### src/rtl/output_deskewer.sv
// Realigns staggered systolic-array column sums into whole rows and tracks rows per frame.
// Optional DESKEW_OVERRUN_EN: drop rows that complete after done and flag a sticky overrun.

module deskew_lane #(
  parameter int DEPTH = 1,
  parameter int W     = 32
) (
  input  logic         clk,
  input  logic         reset,
  input  logic         enable,
  input  logic [W-1:0] din,
  output logic [W-1:0] dout
);
  logic [DEPTH-1:0][W-1:0] dly_q, dly_d;

  always_comb begin
    dly_d = dly_q;
    if (enable) begin
      dly_d[0] = din;
      for (int j = 1; j < DEPTH; j++) dly_d[j] = dly_q[j-1];
    end
  end

  always_ff @(posedge clk or negedge reset) begin
    if (!reset) dly_q <= '0;
    else        dly_q <= dly_d;
  end

  assign dout = dly_q[DEPTH-1];
endmodule

module output_deskewer #(
  parameter int MATRIX_SIZE = 2,
  parameter int DATA_SIZE   = 32
) (
  input  logic                                  clk,
  input  logic                                  reset,
  input  logic                                  enable,
  input  logic                                  start,
  input  logic                                  in_valid,
  input  logic [MATRIX_SIZE-1:0][DATA_SIZE-1:0] sum_skewed,
  output logic [MATRIX_SIZE-1:0][DATA_SIZE-1:0] result_row,
  output logic                                  row_valid,
  output logic [$clog2(MATRIX_SIZE)-1:0]        row_index,
`ifdef DESKEW_OVERRUN_EN
  output logic                                  overrun,
`endif
  output logic                                  done
);
  localparam int N  = MATRIX_SIZE;
  localparam int IW = $clog2(MATRIX_SIZE);
  localparam logic [IW-1:0] LAST = IW'(MATRIX_SIZE - 1);

  typedef enum logic [1:0] {IDLE, COLLECT, DONE} state_t;

  state_t                      state_q, state_d;
  logic [IW-1:0]               cnt_q, cnt_d;
  logic [N-1:1]                vld_q, vld_d;
  logic [N-1:0][DATA_SIZE-1:0] lane_out;
  logic [N-1:0][DATA_SIZE-1:0] result_q, result_d;
  logic                        row_valid_q, row_valid_d;
  logic [IW-1:0]               row_index_q, row_index_d;
`ifdef DESKEW_OVERRUN_EN
  logic                        overrun_q, overrun_d;
`endif

  // Lane i waits N-1-i cycles so it lines up with the last lane, which arrives undelayed.
  for (genvar i = 0; i < N - 1; i++) begin : g_lane
    deskew_lane #(.DEPTH(N - 1 - i), .W(DATA_SIZE)) u_lane (
      .clk    (clk),
      .reset  (reset),
      .enable (enable),
      .din    (sum_skewed[i]),
      .dout   (lane_out[i])
    );
  end
  assign lane_out[N-1] = sum_skewed[N-1];

  always_comb begin
    vld_d       = vld_q;
    state_d     = state_q;
    cnt_d       = cnt_q;
    result_d    = result_q;
    row_index_d = row_index_q;
    row_valid_d = 1'b0;
`ifdef DESKEW_OVERRUN_EN
    overrun_d   = overrun_q;
`endif
    if (enable) begin
      vld_d[1] = in_valid;
      for (int j = 2; j < N; j++) vld_d[j] = vld_q[j-1];
      // start takes effect before any row completing on this same edge is counted
      if (start) begin
        state_d = IDLE;
        cnt_d   = '0;
`ifdef DESKEW_OVERRUN_EN
        overrun_d = 1'b0;
`endif
      end
      if (vld_q[N-1]) begin
        if (state_d == DONE) begin
`ifdef DESKEW_OVERRUN_EN
          overrun_d = 1'b1;
`else
          row_valid_d = 1'b1;
          result_d    = lane_out;
          row_index_d = LAST;
`endif
        end else begin
          row_valid_d = 1'b1;
          result_d    = lane_out;
          row_index_d = cnt_d;
          if (cnt_d == LAST) begin
            state_d = DONE;
          end else begin
            cnt_d   = cnt_d + 1'b1;
            state_d = COLLECT;
          end
        end
      end
    end
  end

  always_ff @(posedge clk or negedge reset) begin
    if (!reset) begin
      state_q     <= IDLE;
      cnt_q       <= '0;
      vld_q       <= '0;
      result_q    <= '0;
      row_valid_q <= 1'b0;
      row_index_q <= '0;
`ifdef DESKEW_OVERRUN_EN
      overrun_q   <= 1'b0;
`endif
    end else begin
      state_q     <= state_d;
      cnt_q       <= cnt_d;
      vld_q       <= vld_d;
      result_q    <= result_d;
      row_valid_q <= row_valid_d;
      row_index_q <= row_index_d;
`ifdef DESKEW_OVERRUN_EN
      overrun_q   <= overrun_d;
`endif
    end
  end

  assign result_row = result_q;
  assign row_valid  = row_valid_q;
  assign row_index  = row_index_q;
  assign done       = (state_q == DONE);
`ifdef DESKEW_OVERRUN_EN
  assign overrun    = overrun_q;
`endif
endmodule

### config.mk
export PLATFORM = sky130hd
export DESIGN_NAME = output_deskewer
export DESIGN_NICKNAME = d
export VERILOG_FILES = /design/src/rtl/output_deskewer.sv
export SDC_FILE = /design/constraint.sdc
export NUM_CORES = 1
export LEC_CHECK = 0
export ABC_AREA = 1
export CORE_MARGIN = 2
export CORE_UTILIZATION = 48
export CTS_CLUSTER_SIZE = 24
export DETAILED_ROUTE_END_ITERATION = 16
export GPL_ROUTABILITY_DRIVEN = 0
export GPL_TIMING_DRIVEN = 0
export HOLD_SLACK_MARGIN = 0.08
export PLACE_DENSITY = 0.85
export SYNTH_ARGS = -nofsm -noshare
export SYNTH_HDL_FRONTEND = slang
export SYNTH_SLANG_ARGS = --single-unit
### constraint.sdc
create_clock -name clk -period 2.3 [get_ports clk]
set_input_delay 0.23 -clock clk [delete_from_list [all_inputs] [get_ports clk]]
set_output_delay 0.23 -clock clk [all_outputs]
set_load 0.01 [all_outputs]
=== After elaboration in Yosys (flattened, before gate mapping) ===
Cells that the tools add are included.

* Register bits: 102
* Latch bits: 0
* Memory bits (writable): 0
* ROM bits: 0
* Bits of input ports: 69
* Output and inout bits: 67
* Logic and storage cells: 25
* Memories: 0

* Add/sub/neg operators: 1
* Multipliers: 0
* Div/mod/pow operators: 0
* Magnitude comparators: 0
* Equality and inequality tests: 2
* Shift-type cells: 0
* Mux-type cells: 13
* Bitwise gates (word level): 0
* Reductions and logical operators: 1

{| class="wikitable"
|+ Operators by type and width
! operator !! count
|-
| two-way mux 2 bit || 5
|-
| two-way mux 1 bit || 8
|-
| == test 2 bit (second input constant) || 2
|-
| AND reduction 2 bit || 1
|-
| adder 1 bit (second input constant) || 1
|}

=== Depth between registers and ports, before layout ===
* Depth after elaboration: 6
* Depth in mapped cells: 6
* Depth with buffers taken out: 5

=== Cells and area by module ===
From an unflattened synthesis, not the netlist that was laid out.

* Cell total of the unflattened synthesis: 435
* Area total of the unflattened synthesis: 3952.5 um^2

{| class="wikitable"
|+ By module, submodules not included
! module !! times used !! cells an instance !! area an instance (um^2) !! seq. area each (um^2)
|-
| output_deskewer || 1 || 299 || 2660.1 || 1751.7
|-
| deskew_lane || 1 || 136 || 1292.5 || 800.8
|}

=== Least setup slack after synthesis ===
No wires, ideal clock.

* Path type: flip-flop to flip-flop
* Start: register vld_q
* End: register result_q, in the netlist result_row[33]
* Setup time: 116 ps
* Data arrival time: 858 ps
* Data required time: 2184 ps
* Setup slack: 1326 ps
* Stages on the path, launching flop included: 6
* Buffers on the path: 2
* Period minus slack after synthesis: 974 ps
* Cells stage by stage: dfrtp_1 nand2_4 buf_6 buf_4 nand2_1 nand2_1

* Word-level cells in the longest chain between the ends: 1

{| class="wikitable"
|+ RTL lines
! what !! line !! RTL
|-
| start, declared || 58 || <nowiki>logic [N-1:1] vld_q, vld_d;</nowiki>
|-
| start signal, assigned || 138 || <nowiki>vld_q <= vld_d;</nowiki>
|-
| AND reduction 2 bit (no source line) || - ||
|-
| end signal, assigned || 139 || <nowiki>result_q <= result_d;</nowiki>
|-
| end, declared || 60 || <nowiki>logic [N-1:0][DATA_SIZE-1:0] result_q, result_d;</nowiki>
|}

Every way passes these cells.
A chain may end at the register's enable or synchronous reset.

=== Worst setup path in the final report ===
* Start: register state_q[1]
* End: output done

* Word-level cells in the longest chain between the ends: 1

{| class="wikitable"
|+ RTL lines
! what !! line !! RTL
|-
| start, declared || 56 || <nowiki>state_t state_q, state_d;</nowiki>
|-
| start signal, assigned || 136 || <nowiki>state_q <= state_d;</nowiki>
|-
| == test 2 bit || 151 || <nowiki>assign done = (state_q == DONE);</nowiki>
|-
| end, declared || 48 || <nowiki>output logic done</nowiki>
|}

Every way passes these cells.

==> impl_summary.md <==
Status
The run finished with clean final reports.

Clock tree
TritonCTS built the clock tree. Clock tree synthesis inserted a total of 9 buffers. The post-CTS clock slew at the launch and capture registers of the worst setup and hold paths is 0.10 ns. Gates resized during post-CTS repair numbered 0.

The clock tree root buffer cell is sky130_fd_sc_hd__clkbuf_8. The clock passes through at most 2 buffers. Clock latency on the worst-skew pair, taken at its later pin, is between 0.3 and 0.4 ns. The clock drives about 100 sinks.

The H-tree was split into 3 levels.

Logic synthesis
The number of cells produced by synthesis is 407. The register bit count reported by yosys is about 100. The synthesized area per cell is ~9.5 um^2. When the netlist entered floorplanning its net count stood at 476. The netlist uses 15 different library cells. The summed instance area of the synthesized netlist is around 3800 um^2.

Sequential cells were found to cover ~66% of the synthesized design area. The Yosys step of the flow raised 0 warnings.

Setup path
In this run the worst setup path begins at state_q[1]$_DFFE_PN0P_. The largest single stage delay on the critical path is 0.54 ns. For the worst setup path, the data arrival time is 1.45 ns. The depth of the worst register-to-register path is 3. The worst setup path is launched from a flip-flop. The critical path class is flip-flop to primary output. The slowest library cell on the worst path is sky130_fd_sc_hd__clkdlybuf4s50_1.

The required time at the worst-slack endpoint is approximately 2.1 ns. The worst-path maximum fanout is 4. The register-to-register path setup slack is 1.08 ns.

STA classifies the critical path endpoint as a primary output. The critical path capture point is done. The source of the worst register-to-register timing path is vld_q$_DFFE_PN0P_. The signal on the critical path passes through inv_1, nor2_1, clkdlybuf4s50_1. The worst register-to-register path ends at result_row[8]$_DFFE_PN0P_.

STA
Setup repair after global routing left no endpoint under its margin. At the pin with the least slew margin, the transition time is 0.563 ns. Setup violations remaining at the end of the flow were counted as 0. After layout, the worst setup slack is 0.615 ns. The max-slew violation count is 0. For the finished layout, the period the worst path requires is approximately 1.7 ns.

The hold violation count in the final report is 0. Timing would allow up to just under 600 MHz. After layout, the worst path uses between 70% and 80% of the clock period. The worst max-slew margin expressed relative to the limit is 62.5%. Across the routed clock network, the largest skew measured is ~0.015 ns.

Final layout
Measured on the finished design, the core utilization comes to about 73%. Relative to the synthesized area, the layout overhead comes to 46.5%. For this run, the post-layout net count is 623. The share of final-layout standard cells stronger than drive strength 1 is roughly 6.3%. 0 antenna diodes ended up in the layout.

Pwr
The sequential group share of total power is a little under half. The static power due to leakage is approximately 2.7 nW. In this run switching power makes up 25.2% of total power. The power density over cell area is 854 nW/um^2. The peak supply drop is between 700 and 800 uV. Combinational logic burns about 22% of the power. The clock network accounts for a little under a third of the total power. The net switching power is 1.21 mW.

The total internal power is ~3.6 mW.

Drt
The number of vias in the routed layout is between 3000 and 4000. Once detail routing completed, the nets flagged for antenna violations numbered 0. In this run, the number of DRC markers left after iteration 0 of detailed routing was around 180. The final routed DRC violation total is 0.

In the routed layout, each cell is associated on average with a via count of 4.84. The sum of routed wire length over all layers is 9300 um. The average routed wire per standard cell is between 10 and 15 um.

Before antenna repair, the detailed router went through 4 iterations.

Run
The max-capacitance violation count is 0.

Placed design
Timing analysis after detailed placement gives a worst setup slack of about 1 ns. The number of buffers added on ports is approximately 130. The half-perimeter wire length after detailed placement is about 6800 um.

Floorplanning
The starting density of the core is 49.5%. For this design the top-level I/O count stands at roughly 140. Measured along the x axis, the die boundary spans roughly 94 um. The floorplan die area is roughly 9000 um^2. The die is 93.5 um tall.

After floorplanning, the core was sized to cover roughly 7800 um^2. The row count is 32.

Global route
The first global-routing pass estimated between 15000 and 20000 um of wire. Summed over all layers, the global routing overflow is 0. The number of antenna violations at the first check in global routing is 0. Entering global routing, the biggest net connects a little over 60 pins. The overall track demand over capacity in global routing is about 22%. The number of global-route vias before repair is around 3200.

Min path
The class of the most critical hold timing path is input pin to flip-flop. The startpoint identified for the worst hold timing path is enable.
## layout make-up
| cell class | instances | area, um^2 |
|---|---|---|
| multi-input combinational | 246 | 1020 |
| fill | 551 | 2130 |
| inverter | 38 | 143 |
| buffer | 21 | 129 |
| tap | 102 | 128 |
| timing repair buffer | 136 | 1380 |
| clock inverter | 6 | 158 |
| clock buffer | 10 | 128 |
| sequential | 102 | 2550 |
## cells by family (layout without fill, tap and decap cells)
kind of cell / count (synthesis) / in the layout / synth area share [%]
AO/OA/AOI/OAI: 69 / 69 / 9.01
flip-flops: 102 / 102 / 66.3
AND/OR/NAND/NOR: 177 / 177 / 17.6
buffers and inverters: 59 / 211 / 7.05
## registers in the layout, indices dropped and copies added, names as in the netlist
signal	count
row_index	1
state_q	2
g_lane.u_lane.dout	32
result_row	64
row_valid	1
vld_q	1
cnt_q	1
## cell usage in the layout, fill, tap and decap left out, drive strengths merged
master	count
nand2	169
clkdlybuf4s50	133
dfrtp	102
o21ai	65
inv	38
buf	18
clkbuf	15
nand3	5
bufinv	5
nor2	3
a21oi	3
a31oi	1
clkinvlp	1
dlygate4sd3	1
## per-layer routing
metal / share of wire (%) / global-route usage, % / up-vias
li1: - / - / 1548
met1: 41 / 27.7 / 1519
met2: 49 / 36.9 / 117
met3: 7.3 / 5.96 / 15
met4: 2.1 / 9.90 / 0
met5: 0 / 0 / -
## synthesized netlist by cell type
cell / number / area [um^2]
sky130_fd_sc_hd__buf_2: 7 / 35.0
sky130_fd_sc_hd__buf_4: 7 / 52.6
sky130_fd_sc_hd__a31oi_1: 1 / 6.26
sky130_fd_sc_hd__nor2_1: 3 / 11.3
sky130_fd_sc_hd__o21ai_1: 4 / 20.0
sky130_fd_sc_hd__nand2_1: 168 / 631
sky130_fd_sc_hd__o21ai_0: 61 / 305
sky130_fd_sc_hd__inv_2: 1 / 3.75
sky130_fd_sc_hd__a21oi_1: 3 / 15.0
sky130_fd_sc_hd__clkbuf_1: 5 / 18.8
sky130_fd_sc_hd__nand3_1: 5 / 25.0
sky130_fd_sc_hd__buf_6: 2 / 22.5
sky130_fd_sc_hd__dfrtp_1: 102 / 2550
sky130_fd_sc_hd__inv_1: 37 / 139
sky130_fd_sc_hd__nand2_4: 1 / 11.3
## power groups by stage
| stage | logic, mW | registers [mW] | clock network [mW] |
|---|---|---|---|
| floorplan | 0.295 | 2.32 | 0 |
| global placement | 1.05 | 2.23 | 0 |
| detailed placement | 1.09 | 2.24 | 0 |
| CTS | 1.09 | 2.21 | 1.55 |
| global route | 1.19 | 2.23 | 1.63 |
| finish | 1.08 | 2.21 | 1.53 |
## worst min path at each step
stage	cells past startpoint	endpoint	slack, ns
after global placement	2	result_row[61]$_DFFE_PN0P_	0.46
after floorplan	0	cnt_q$_DFFE_PN0P_	-0.07
after global routing	3	g_lane[0].u_lane.dout[13]$_DFFE_PN0P_	0.34
after detailed placement	1	result_row[39]$_DFFE_PN0P_	0.26
after CTS	3	g_lane[0].u_lane.dout[11]$_DFFE_PN0P_	0.33
final	3	g_lane[0].u_lane.dout[11]$_DFFE_PN0P_	0.34
## stage by stage
step	setup TNS, ns	power [mW]	cell area, um^2	hold WS [ns]	instances
3_3_place_gp	-262.08	3.28	5320	0.461	643
6_report	0	4.82	5640	0.344	661
2_1_floorplan	0	2.62	3850	-0.0656	407
4_1_cts	0	4.85	5640	0.331	661
5_1_grt	0	5.05	5640	0.342	661
3_5_place_dp	0	3.32	5340	0.257	644
## timing repair
item,4_1_cts,5_1_grt
hold endpoints to repair,42,0
hold buffers,1,0
buffers inserted,0,0
endpoints found under the setup margin,0,0
## critical path: cells and delay by family, from the launching register on
kind,cells,cell delay [ns]
flops,1,0.41
buf+inv,2,0.59
simple gates,1,0.09
Power figures use the tool's default switching activity.
